===== config.mk =====
export PLATFORM = sky130hd
export DESIGN_NAME = queue
export DESIGN_NICKNAME = d
export VERILOG_FILES = /design/src/rtl/queue_pkg.sv /design/src/rtl/queue.sv
export SDC_FILE = /design/constraint.sdc
export NUM_CORES = 1
export LEC_CHECK = 0
export CAP_MARGIN = 40
export CORE_MARGIN = 2
export CORE_UTILIZATION = 45
export CTS_BUF_LIST = sky130_fd_sc_hd__clkbuf_8
export DETAILED_ROUTE_END_ITERATION = 7
export HOLD_SLACK_MARGIN = 0.06
export SETUP_SLACK_MARGIN = 0.4
export SLEW_MARGIN = 20
export SYNTH_ARGS = -nofsm -noshare
export SYNTH_HDL_FRONTEND = slang
export SYNTH_SLANG_ARGS = --single-unit

===== constraint.sdc =====
create_clock -name clock_1MHz -period 3.5 [get_ports clock_1MHz]
set_input_delay 0.35 -clock clock_1MHz [delete_from_list [all_inputs] [get_ports clock_1MHz]]
set_output_delay 0.35 -clock clock_1MHz [all_outputs]
set_load 0.02 [all_outputs]

===== src/rtl/queue_pkg.sv =====
// queue_pkg: default geometry shared by the queue and its users.
package queue_pkg;
    localparam int WIDTH_DEF = 8;
    localparam int DEPTH_DEF = 8;
    localparam int PTR_W     = $clog2(DEPTH_DEF);
endpackage


===== src/rtl/queue.sv =====
// queue: registered-output circular FIFO with an explicit occupancy counter and overflow pulse.
module queue
    import queue_pkg::*;
#(
    parameter int WIDTH = WIDTH_DEF,
    parameter int DEPTH = DEPTH_DEF
) (
    input  logic                       clock_1MHz,
    input  logic                       rst,
    input  logic [WIDTH-1:0]           data_in,
    input  logic                       enqueue_in,
    input  logic                       dequeue_in,
    output logic [WIDTH-1:0]           data_out,
    output logic                       valid_out,
    output logic [$clog2(DEPTH):0]     len_out,
    output logic                       full_out,
    output logic                       empty_out,
    output logic                       overflow_out
);
    localparam int AW = $clog2(DEPTH);
    localparam int LW = AW + 1;

    logic [WIDTH-1:0] mem [DEPTH];
    logic [AW-1:0]    wr_ptr, rd_ptr;
    logic             do_enq, do_deq;
    logic [LW-1:0]    len_nx;

    // A full queue still accepts a write when the same edge frees the head slot.
    always_comb begin
        do_deq = dequeue_in && !empty_out;
        do_enq = enqueue_in && (!full_out || dequeue_in);
        len_nx = len_out + LW'(do_enq) - LW'(do_deq);
    end

    always_ff @(posedge clock_1MHz)
        if (do_enq) mem[wr_ptr] <= data_in;

    always_ff @(posedge clock_1MHz or posedge rst) begin
        if (rst) begin
            wr_ptr       <= '0;
            rd_ptr       <= '0;
            len_out      <= '0;
            full_out     <= 1'b0;
            empty_out    <= 1'b1;
            data_out     <= '0;
            valid_out    <= 1'b0;
            overflow_out <= 1'b0;
        end else begin
            wr_ptr       <= wr_ptr + AW'(do_enq);
            rd_ptr       <= rd_ptr + AW'(do_deq);
            len_out      <= len_nx;
            full_out     <= len_nx == LW'(DEPTH);
            empty_out    <= len_nx == '0;
            data_out     <= do_deq ? mem[rd_ptr] : data_out;
            valid_out    <= do_deq;
            overflow_out <= enqueue_in && full_out && !dequeue_in;
        end
    end
endmodule


==> results by group, run 1 <==
Run status
  – Status: complete, no violations

Worst setup path
  – WP data arrival: roughly 2900 ps
  – Kind of critical path: register to register
  – Top cell by count, worst path: inv_1
  – CP max stage delay: 540 ps
  – Crit Path Max Fanout: 11
  – Worst path slowest cell: dfstp_2
  – Flop2flop setup slack: just over 900 ps
  – Crit path cell chain: nand2b_1, buf_4, inv_2, ha_1, inv_1, ha_1, inv_1, fa_1, inv_1, or3_1, nor2b_1
  – CP Launch Type: register
  – CP required: 3780 ps
  – Worst Setup End Kind: register

STA
  – Worst slew pin tran: about 740 ps
  – Slew Viols, Final: 0
  – Skew final: ~9.4 ps
  – RSZ-0062 raised after global routing: false
  – Final Hold Viols: 0
  – Period utilisation layout: 73.68%
  – Max frequency: 0.3878 GHz
  – Final setup viols: 0
  – Setup TNS: 0 ps
  – Final min period: 2579 ps
  – Worst rel slew slack: a little over 50%

Clock network
  – Worst-path clk slew: approximately 80 ps
  – Clock buffer depth: 2
  – CTS Sinks: 86
  – CTS H-tree depth: 3
  – Clock root cell: clkbuf_8
  – CTS Hold Bufs: 0
  – Post-CTS resize count: 0
  – Worst skew pair latency: about 340 ps
  – Total CTS buffers: 9
  – # Post-CTS Setup Buffers: 0
  – TritonCTS clock tree: built

Placement
  – Final GP Congestion: ~0.73
  – Post-DP HPWL: slightly below 4 mm
  – # port buffers: 27

Die
  – IO Pins: 28
  – Starting Density: 46.75%
  – CORE AREA: ~7300 µm²
  – Die Width: between 90 and 100 µm
  – FP Rows: 31
  – Die height: 91.27 µm
  – Die area: 8329 µm²

Route
  – Total number of vias: roughly 1800
  – Initial drt markers: 67
  – DR WL/cell: ~17 µm
  – Via density: between 4 and 5
  – DRC Markers: 0
  – ANT nets after route: 0
  – First drt pass iteration count: 6
  – Drt total wl: around 6.0 mm

Global route
  – First-pass GRT wire length: between 9 and 10 mm
  – Largest net degree at the start of global routing: 34
  – Vias in the first global route: around 1800
  – Initial antenna violation count: 0
  – Overall routing resource usage: ~16%
  – GRT Residual Overflow: 0

Logic synthesis
  – Synth Area per Inst: around 16 µm²
  – Cell area after synthesis: 3427 µm²
  – Main combinational cell family by area after synthesis: multiplexers
  – Synth warnings: 0
  – Number of synthesized register bits: 86
  – Synth Instances: 216
  – Seq/Total Area, Yosys: between 70 and 80%
  – Xor and xnor area share after synthesis: 1.278%
  – Synth Area in Adders: 3.505%
  – Syn Nets: between 200 and 250
  – Yosys cell types: 26
  – Mux contribution to synthesized area: under 10%
  – Post-synthesis compound-gate area fraction: 3.870%
  – Synth Area in Simple Gates: 6.353%

Power
  – Maximum VDD drop: ~320 µV
  – P_leak: 1.590 nW
  – Power Density: a little over 800 nW/µm²

Layout
  – Area growth, synth to finish: 18.40%
  – Post-layout util: 55.35%
  – Share of cells above drive strength 1: around 11%
  – Post-layout nets: 279
  – N_diodes: 0

Worst hold path
  – Worst Hold Class: input port to async pin

Run
  – Max_cap viols: 0
## layer usage
metal	vias to the layer above	routed length [µm]	GRT usage (%)
met5	-	0	0
met4	0	146	7.702
met3	14	223	4.315
met2	43	3007	25.93
met1	861	2639	19.31
li1	871	-	-
## worst paths after layout
| path | start | to | cells after the start |
|---|---|---|---|
| setup / recovery | empty_out | full_out | 11 |
| hold / removal | rst | overflow_out | 2 |
| setup reg to reg | empty_out | full_out | 11 |
| hold reg to reg | data_out[2] | data_out[2] | 2 |
| max in group asynchronous | rst | empty_out | 3 |
| min in group clock_1MHz | data_out[2] | data_out[2] | 2 |
## flip-flops by register name (all words and copies together) (netlist names)
signal and flops:
data_out 8, empty_out 1, full_out 1, len_out 4
mem 64, overflow_out 1, rd_ptr 3, valid_out 1
wr_ptr 3
## metrics by stage
stage / hold WS [ps] / total power, W / cell area (µm²) / cells / setup slack [ps]
2_1_floorplan: 338.5 / 0.002251 / 3427 / 216 / 1018
3_3_place_gp: 460.0 / 0.002555 / 3807 / 343 / 690.4
3_5_place_dp: 462.4 / 0.002578 / 3837 / 346 / 626.4
4_1_cts: 287.7 / 0.003331 / 4058 / 362 / 902.2
5_1_grt: 303.8 / 0.003502 / 4058 / 362 / 762.3
6_report: 286.7 / 0.003291 / 4058 / 362 / 921.2
## synthesized netlist by cell type
cell type  count  area [µm²]
or3_1          1       6.260
nand2b_1       5       31.28
buf_2          1       5.000
dfstp_2        1       26.28
and2_1         1       6.260
nand2_1       19       71.32
buf_12         2       40.04
xor2_1         2       17.52
nor3_1         2       10.01
a21oi_1        1       5.000
a21o_1         1       7.510
mux2i_1       32       320.3
a22oi_1       16       120.1
edfxtp_1      64        1922
fa_1           1       20.02
inv_2          1       3.750
nor2b_1        3       18.77
dfrtp_1       21       525.5
nor2_1         9       33.78
ha_1           8       100.1
nand3_1        8       40.04
inv_1          9       33.78
clkbuf_2       2       10.01
buf_6          2       22.52
xnor2_1        3       26.28
clkbuf_1       1       3.750
## critical path: cells and delay by family, from the launching register on
family	cells	cell delay, ps
adder cells (fa/ha/maj)	3	940
buffers and inverters	5	470
flip-flops	1	540
AND/OR/NAND/NOR	3	570
## cells by family after synthesis
logic type	count (synthesis)
AO/OA/AOI/OAI	18
XOR/XNOR	5
adder cells (fa/ha/maj)	9
buffers and inverters	18
flip-flops	86
multiplexers	32
AND/OR/NAND/NOR	48
## placed cells by master, fill, tap and decap left out, drive strengths merged, types with 5 or more instances in the layout
master,count
clkbuf,9
edfxtp,64
nor2,9
clkdlybuf4s50,27
nand2b,5
buf,12
mux2i,32
ha,8
inv,11
nand3,8
a22oi,16
dfrtp,21
nand2,19
## power breakdown
part	total (W)	switching, W	internal [W]
logic	0.00110	0.000613	0.000490
clock network	0.000748	0.000345	0.000403
registers	0.00144	0.000112	0.00133
## layout make-up
type / count / area, µm²
fill: 585 / 3273
inverter: 10 / 37.54
sequential: 86 / 2474
tap: 99 / 123.9
timing repair buffer: 39 / 367.9
clock inverter: 7 / 96.34
multi-input combinational: 112 / 834.6
clock buffer: 9 / 123.9
Power figures use the tool's default switching activity.
==> inputs of run 2 (changes only) <==
==> constraint.sdc (replaced) <==
create_clock -name clock_1MHz -period 2.6 [get_ports clock_1MHz]
set_input_delay 0.26 -clock clock_1MHz [delete_from_list [all_inputs] [get_ports clock_1MHz]]
set_output_delay 0.26 -clock clock_1MHz [all_outputs]
set_load 0.02 [all_outputs]
==> run 2 against run 1 <==
Clock skew about the same; worst setup slack got worse by 550 ps; clock power grew 51%; sequential power up 35%; critical path depth fell by 1; wire length grew 4.3%; first-iteration DRC count rose by 15%; worst hold slack worse by 200 ps; critical endpoint unchanged; largest power group unchanged; highest routed layer unchanged.
==> results by group, run 2 (synthesized netlist as in run 1, its figures left out) <==
Run status
  – Status: complete, no violations

Layout
  – Largest regs: mem x64, data_out x8, len_out x4
  – N_diodes: 0
  – Fill count: 587
  – Largest register FFs: 64
  – Largest reg by FF count: mem
  – Share of cells above drive strength 1: around 16%
  – Post-layout nets: between 200 and 300
  – Post-layout util: a little under three fifths
  – Area growth, synth to finish: 21.83%
  – Layout Cells excl Fill: 368
  – Commonest non-fill, non-tap cell in the layout: edfxtp_1
  – Most frequent cells in the layout: edfxtp_1 (64), mux2i_1 (32), clkdlybuf4s50_1 (27)

Die
  – Die area: 8329 µm²
  – Starting Density: about 47%
  – Die height: slightly above 90 µm
  – Die Width: slightly above 90 µm
  – CORE AREA: 7331 µm²
  – IO Pins: 28
  – FP Rows: 31

Placement
  – # port buffers: 27
  – Final GP Congestion: ~0.75
  – DP Worst Slack: roughly 0.54 ps
  – Post-DP HPWL: around 4.2 mm
  – Placed instance count: ~350

Route
  – DR WL/cell: 17.04 µm
  – Via density: 4.902
  – ANT nets after route: 0
  – Total number of vias: roughly 1800
  – Initial drt markers: 77
  – DRC Markers: 0
  – Drt total wl: between 6 and 7 mm
  – First drt pass iteration count: 4

Global route
  – GRT Residual Overflow: 0
  – Overall routing resource usage: 16.52%
  – Largest net degree at the start of global routing: 34
  – First-pass GRT wire length: between 10 and 15 mm
  – Vias in the first global route: between 1500 and 2000
  – Initial antenna violation count: 0

Clock network
  – Total CTS buffers: 9
  – Worst-path clk slew: approximately 90 ps
  – Worst skew pair latency: 350 ps
  – Clock buffer depth: 2
  – CTS Sinks: 86
  – Clock root cell: clkbuf_8
  – TritonCTS clock tree: built
  – CTS H-tree depth: 3
  – CTS Hold Bufs: 0

STA
  – Worst Slack Setup Final: approximately 370 ps
  – Worst slew pin tran: roughly 700 ps
  – RSZ-0062 raised after global routing: true
  – Period utilisation layout: between 80% and 90%
  – Max frequency: between 0.4 and 0.5 GHz
  – Final min period: 2228 ps
  – Final setup viols: 0
  – Worst rel slew slack: between 50% and 60%
  – Slew Viols, Final: 0
  – Setup TNS: 0 ps
  – Final Hold Viols: 0
  – Skew final: approximately 9.2 ps

Worst setup path
  – CP Launch Type: register
  – CP required: about 2900 ps
  – Worst path depth: 10
  – Crit Path Max Fanout: 2
  – Crit path cell chain: nand2b_4, inv_8, ha_4, inv_4, ha_4, inv_2, fa_1, inv_2, or3_4, nor2b_1
  – CP max stage delay: approximately 540 ps
  – WP data arrival: between 2000 and 3000 ps
  – Worst Setup End Kind: register
  – Worst Path Buf+Inv: 4
  – Worst path slowest cell: dfstp_2
  – CP delay by family, top: adder cells
  – Kind of critical path: register to register
  – R2R depth: 10

Worst hold path
  – Worst Hold Class: input port to async pin

Power
  – Maximum VDD drop: ~560 µV
  – Power Density: roughly 1100 nW/µm²
  – P_leak: between 1.5 and 2 nW

Run
  – Max_cap viols: 0
run 2: cell count changes in the layout (fill, tap and decap cells not counted), sizes merged:
cell / change
buf: +6
clkinvlp: -2
clkinv: +1
bufinv: +1
run 2: per-layer routing:
layer	global-route usage [%]	vias up	part of all wire, %
met2	26.30	16	48
met1	22.53	897	48
met4	4.924	0	1.3
li1	-	883	-
met3	4.232	8	2.5
met5	0	-	0
run 2: where the power goes:
| group | total, W | switching, W | internal, W |
|---|---|---|---|
| Combinational | 0.00159 | 0.000875 | 0.000714 |
| Clock | 0.00113 | 0.000482 | 0.000643 |
| Sequential | 0.00195 | 0.000159 | 0.00179 |
| Total | 0.00466 | 0.00152 | 0.00315 |
run 2: final cells by class:
class	count	area, µm²	area share [%]
multi-input cells	112	872.1	20.89
inverters	10	47.55	1.139
clock buffers	9	123.9	2.967
flip-flops and latches	86	2474	59.24
repair buffers	45	412.9	9.889
clock inverters	7	121.4	2.907
well taps	99	123.9	2.967
run 2: through the flow:
stage          power, W  hold slack [ps]  cell area (µm²)
3_5_place_dp   0.003553            469.6             3900
3_3_place_gp   0.003528            468.1             3885
6_report       0.004662            88.55             4175
4_1_cts        0.004684            75.10             4168
2_1_floorplan  0.003056            248.5             3473
5_1_grt        0.004919            104.8             4175
run 2: path summary, 6_finish.rpt:
kind                            slack (ps)           end         from
max in group asynchronous             2060     empty_out          rst
worst min register to register         490   data_out[5]  data_out[5]
worst min-delay path                    90   data_out[3]          rst
min in group clock_1MHz                450  overflow_out   enqueue_in
worst max register to register         370      full_out    empty_out
worst max-delay path                   370      full_out    empty_out
run 2: what timing repair did:
action,in CTS,in global routing
pin swaps,1,2
buffers inserted,3,0
endpoints found under the setup margin,2,2
endpoints found under the hold margin,0,0
gates resized for setup,0,3
run 2: worst reg2reg max path: cells and delay by family, from the launching register on:
kind | cells | cell delay, ps
adders and majority gates | 3 | 830
buffers and inverters | 4 | 160
DFF | 1 | 540
and+or+nand+nor | 3 | 640
==> inputs of run 3 (changes only) <==
--- a/config.mk
+++ b/config.mk
@@ -7,10 +7,11 @@
 export LEC_CHECK = 0
 export CAP_MARGIN = 40
 export CORE_MARGIN = 2
-export CORE_UTILIZATION = 45
+export CORE_UTILIZATION = 60
 export CTS_BUF_LIST = sky130_fd_sc_hd__clkbuf_8
 export DETAILED_ROUTE_END_ITERATION = 7
 export HOLD_SLACK_MARGIN = 0.06
+export PLACE_DENSITY = 0.82
 export SETUP_SLACK_MARGIN = 0.4
 export SLEW_MARGIN = 20
 export SYNTH_ARGS = -nofsm -noshare
==> run 3 against run 2 <==
Critical path depth did not move; global-route usage rose by 5.6 points; clock power barely moved; critical path type unchanged; largest power group unchanged; highest routed layer unchanged.
==> results by group, run 3 (synthesized netlist as in run 1, its figures left out) <==
STA
  – RSZ-0062 raised after global routing: true
  – Final Hold Viols: 0
  – Slew Viols, Final: 0
  – Worst slew pin tran: 784.3 ps
  – Final min period: ~2200 ps
  – Worst rel slew slack: a little under half
  – Setup TNS: 0 ps
  – Period utilisation layout: 85.87%
  – Skew final: 8.388 ps
  – Max frequency: approximately 0.45 GHz
  – Final setup viols: 0

Clock network
  – TritonCTS clock tree: built
  – Total CTS buffers: 9
  – CTS Sinks: between 80 and 90
  – CTS Hold Bufs: 0
  – Clock buffer depth: 2
  – Worst-path clk slew: ~80 ps
  – CTS H-tree depth: 3
  – Clock root cell: clkbuf_8
  – Worst skew pair latency: between 300 and 400 ps

Power
  – P_leak: ~1.6 nW
  – P_sw: 0.001478 W
  – Maximum VDD drop: ~700 µV
  – Reg power frac: between 40% and 50%
  – Int Power: 0.003177 W
  – Sw Ratio: a little under a third
  – Power Density: between 1000 and 1500 nW/µm²
  – Clock power share: about a quarter
  – Combinational power share: ~34%

Route
  – ANT nets after route: 0
  – DR WL/cell: ~19 µm
  – Initial drt markers: between 100 and 150
  – First drt pass iteration count: 4
  – Drt total wl: 6.311 mm
  – Total number of vias: 1865
  – DRC Markers: 0
  – Via density: about 5.5

Global route
  – Overall routing resource usage: about 22%
  – GRT Residual Overflow: 0
  – First-pass GRT wire length: 9.929 mm
  – Vias in the first global route: 2002
  – Largest net degree at the start of global routing: 34
  – Initial antenna violation count: 0

Run
  – Max_cap viols: 0

Layout
  – Commonest non-fill, non-tap cell in the layout: edfxtp_1
  – Share of cells above drive strength 1: between 10% and 20%
  – Fill count: approximately 300
  – Area growth, synth to finish: 20.66%
  – Most frequent cells in the layout: edfxtp_1 (64), mux2i_1 (32), clkdlybuf4s50_1 (27)
  – Largest register FFs: 64
  – N_diodes: 0
  – Post-layout nets: between 200 and 300
  – Largest reg by FF count: mem
  – Largest regs: mem x64, data_out x8, len_out x4
  – Multi-input logic area: roughly 870 µm²
  – Storage element area: between 2000 and 2500 µm²
  – Post-route design area: a little over 4000 µm²

Worst setup path
  – WP data arrival: 2510 ps
  – CP required: ~2900 ps
  – CP max stage delay: 540 ps
  – Worst Path Buf+Inv: 4
  – Worst path slowest cell: dfstp_2
  – CP Launch Type: register
  – Crit path cell chain: nand2b_4, inv_8, ha_4, inv_2, ha_4, inv_2, fa_1, inv_1, or3_4, nor2b_1
  – Crit Path Max Fanout: 2
  – Kind of critical path: register to register
  – CP delay by family, top: adder cells
  – Worst Setup End Kind: register

Worst hold path
  – Worst Hold Class: input port to async pin

Placement
  – Final GP Congestion: approximately 0.78
  – # port buffers: 27
  – Cell Area, Placed: between 3000 and 4000 µm²
  – Post-DP HPWL: ~4.1 mm

Run status
  – Status: complete, no violations

Die
  – IO Pins: 28
  – Die Width: approximately 80 µm
  – FP Rows: 27
  – Die area: roughly 6300 µm²
  – Die height: around 80 µm
  – Starting Density: 62.24%
  – CORE AREA: 5507 µm²
==> run 3: cell count changes in the layout (fill, tap and decap cells not counted) <==
| cell | previous run | this run |
|---|---|---|
| buf_4 | 17 | 15 |
| clkbuf_8 | 9 | 11 |
| clkinv_4 | 2 | 0 |
| clkinvlp_4 | 0 | 2 |
| clkinv_2 | 1 | 0 |
| inv_1 | 6 | 7 |
| inv_4 | 1 | 0 |
| inv_6 | 1 | 0 |
==> run 3: repair_timing <==
action / CTS / global route
pin swaps: 1 / 0
gates resized for setup: 0 / 1
buffers inserted: 2 / 1
setup endpoints to repair: 2 / 2
gates cloned: 0 / 0
==> run 3: cell type report <==
cell class	instances	area share, %
inverters	10	1.089
clock inverters	5	2.542
clock buffers	11	3.661
multi-input cells	112	21.09
flip-flops and latches	86	59.82
well taps	72	2.179
repair buffers	43	9.622
==> run 3: metrics by stage <==
| step | setup WS (ps) | total power [W] | hold WS, ps | utilization (%) | std cells |
|---|---|---|---|---|---|
| after floorplan | 245.4 | 0.003056 | 248.5 | - | 216 |
| after global placement | 150.1 | 0.003434 | 459.3 | 69.67 | 319 |
| after detailed placement | 96.37 | 0.003512 | 468.1 | 69.94 | 320 |
| after CTS | 393.6 | 0.004656 | 260.9 | 74.87 | 338 |
| after global routing | 281.5 | 0.004909 | 289.1 | 75.10 | 339 |
| final | 367.3 | 0.004655 | 246.2 | 75.10 | 339 |
==> run 3: path summary, 6_finish.rpt <==
kind                              from           end  slack, ps  cells after the start
max in group asynchronous          rst     empty_out       1820                      3
setup reg to reg             empty_out      full_out        370                     10
setup / recovery             empty_out      full_out        370                     10
min in group clock_1MHz     enqueue_in  overflow_out        460                      3
hold reg to reg            data_out[3]   data_out[3]        490                      2
hold / removal                     rst   data_out[3]        250                      2
==> run 3: routing by layer <==
layer | track usage, % | routed length, µm
met1 | 27.98 | 2716
met2 | 36.97 | 3223
met3 | 3.733 | 253
met4 | 11.21 | 117
met5 | 0 | 0
==> run 3: power by group through the flow <==
stage	Clock (W)	Combinational [W]	Sequential [W]
after global routing	0.00122	0.00171	0.00198
final	0.00114	0.00156	0.00195
after floorplan	0	0.000982	0.00207
after global placement	0	0.00148	0.00196
after CTS	0.00116	0.00155	0.00195
after detailed placement	0	0.00154	0.00198
==> run 3: worst register-to-register path, delay by kind of cell (launching register included) <==
family | cells | cell delay, ps
fa+ha+maj | 3 | 810
buf+inv | 4 | 190
flops | 1 | 540
simple gates | 3 | 620
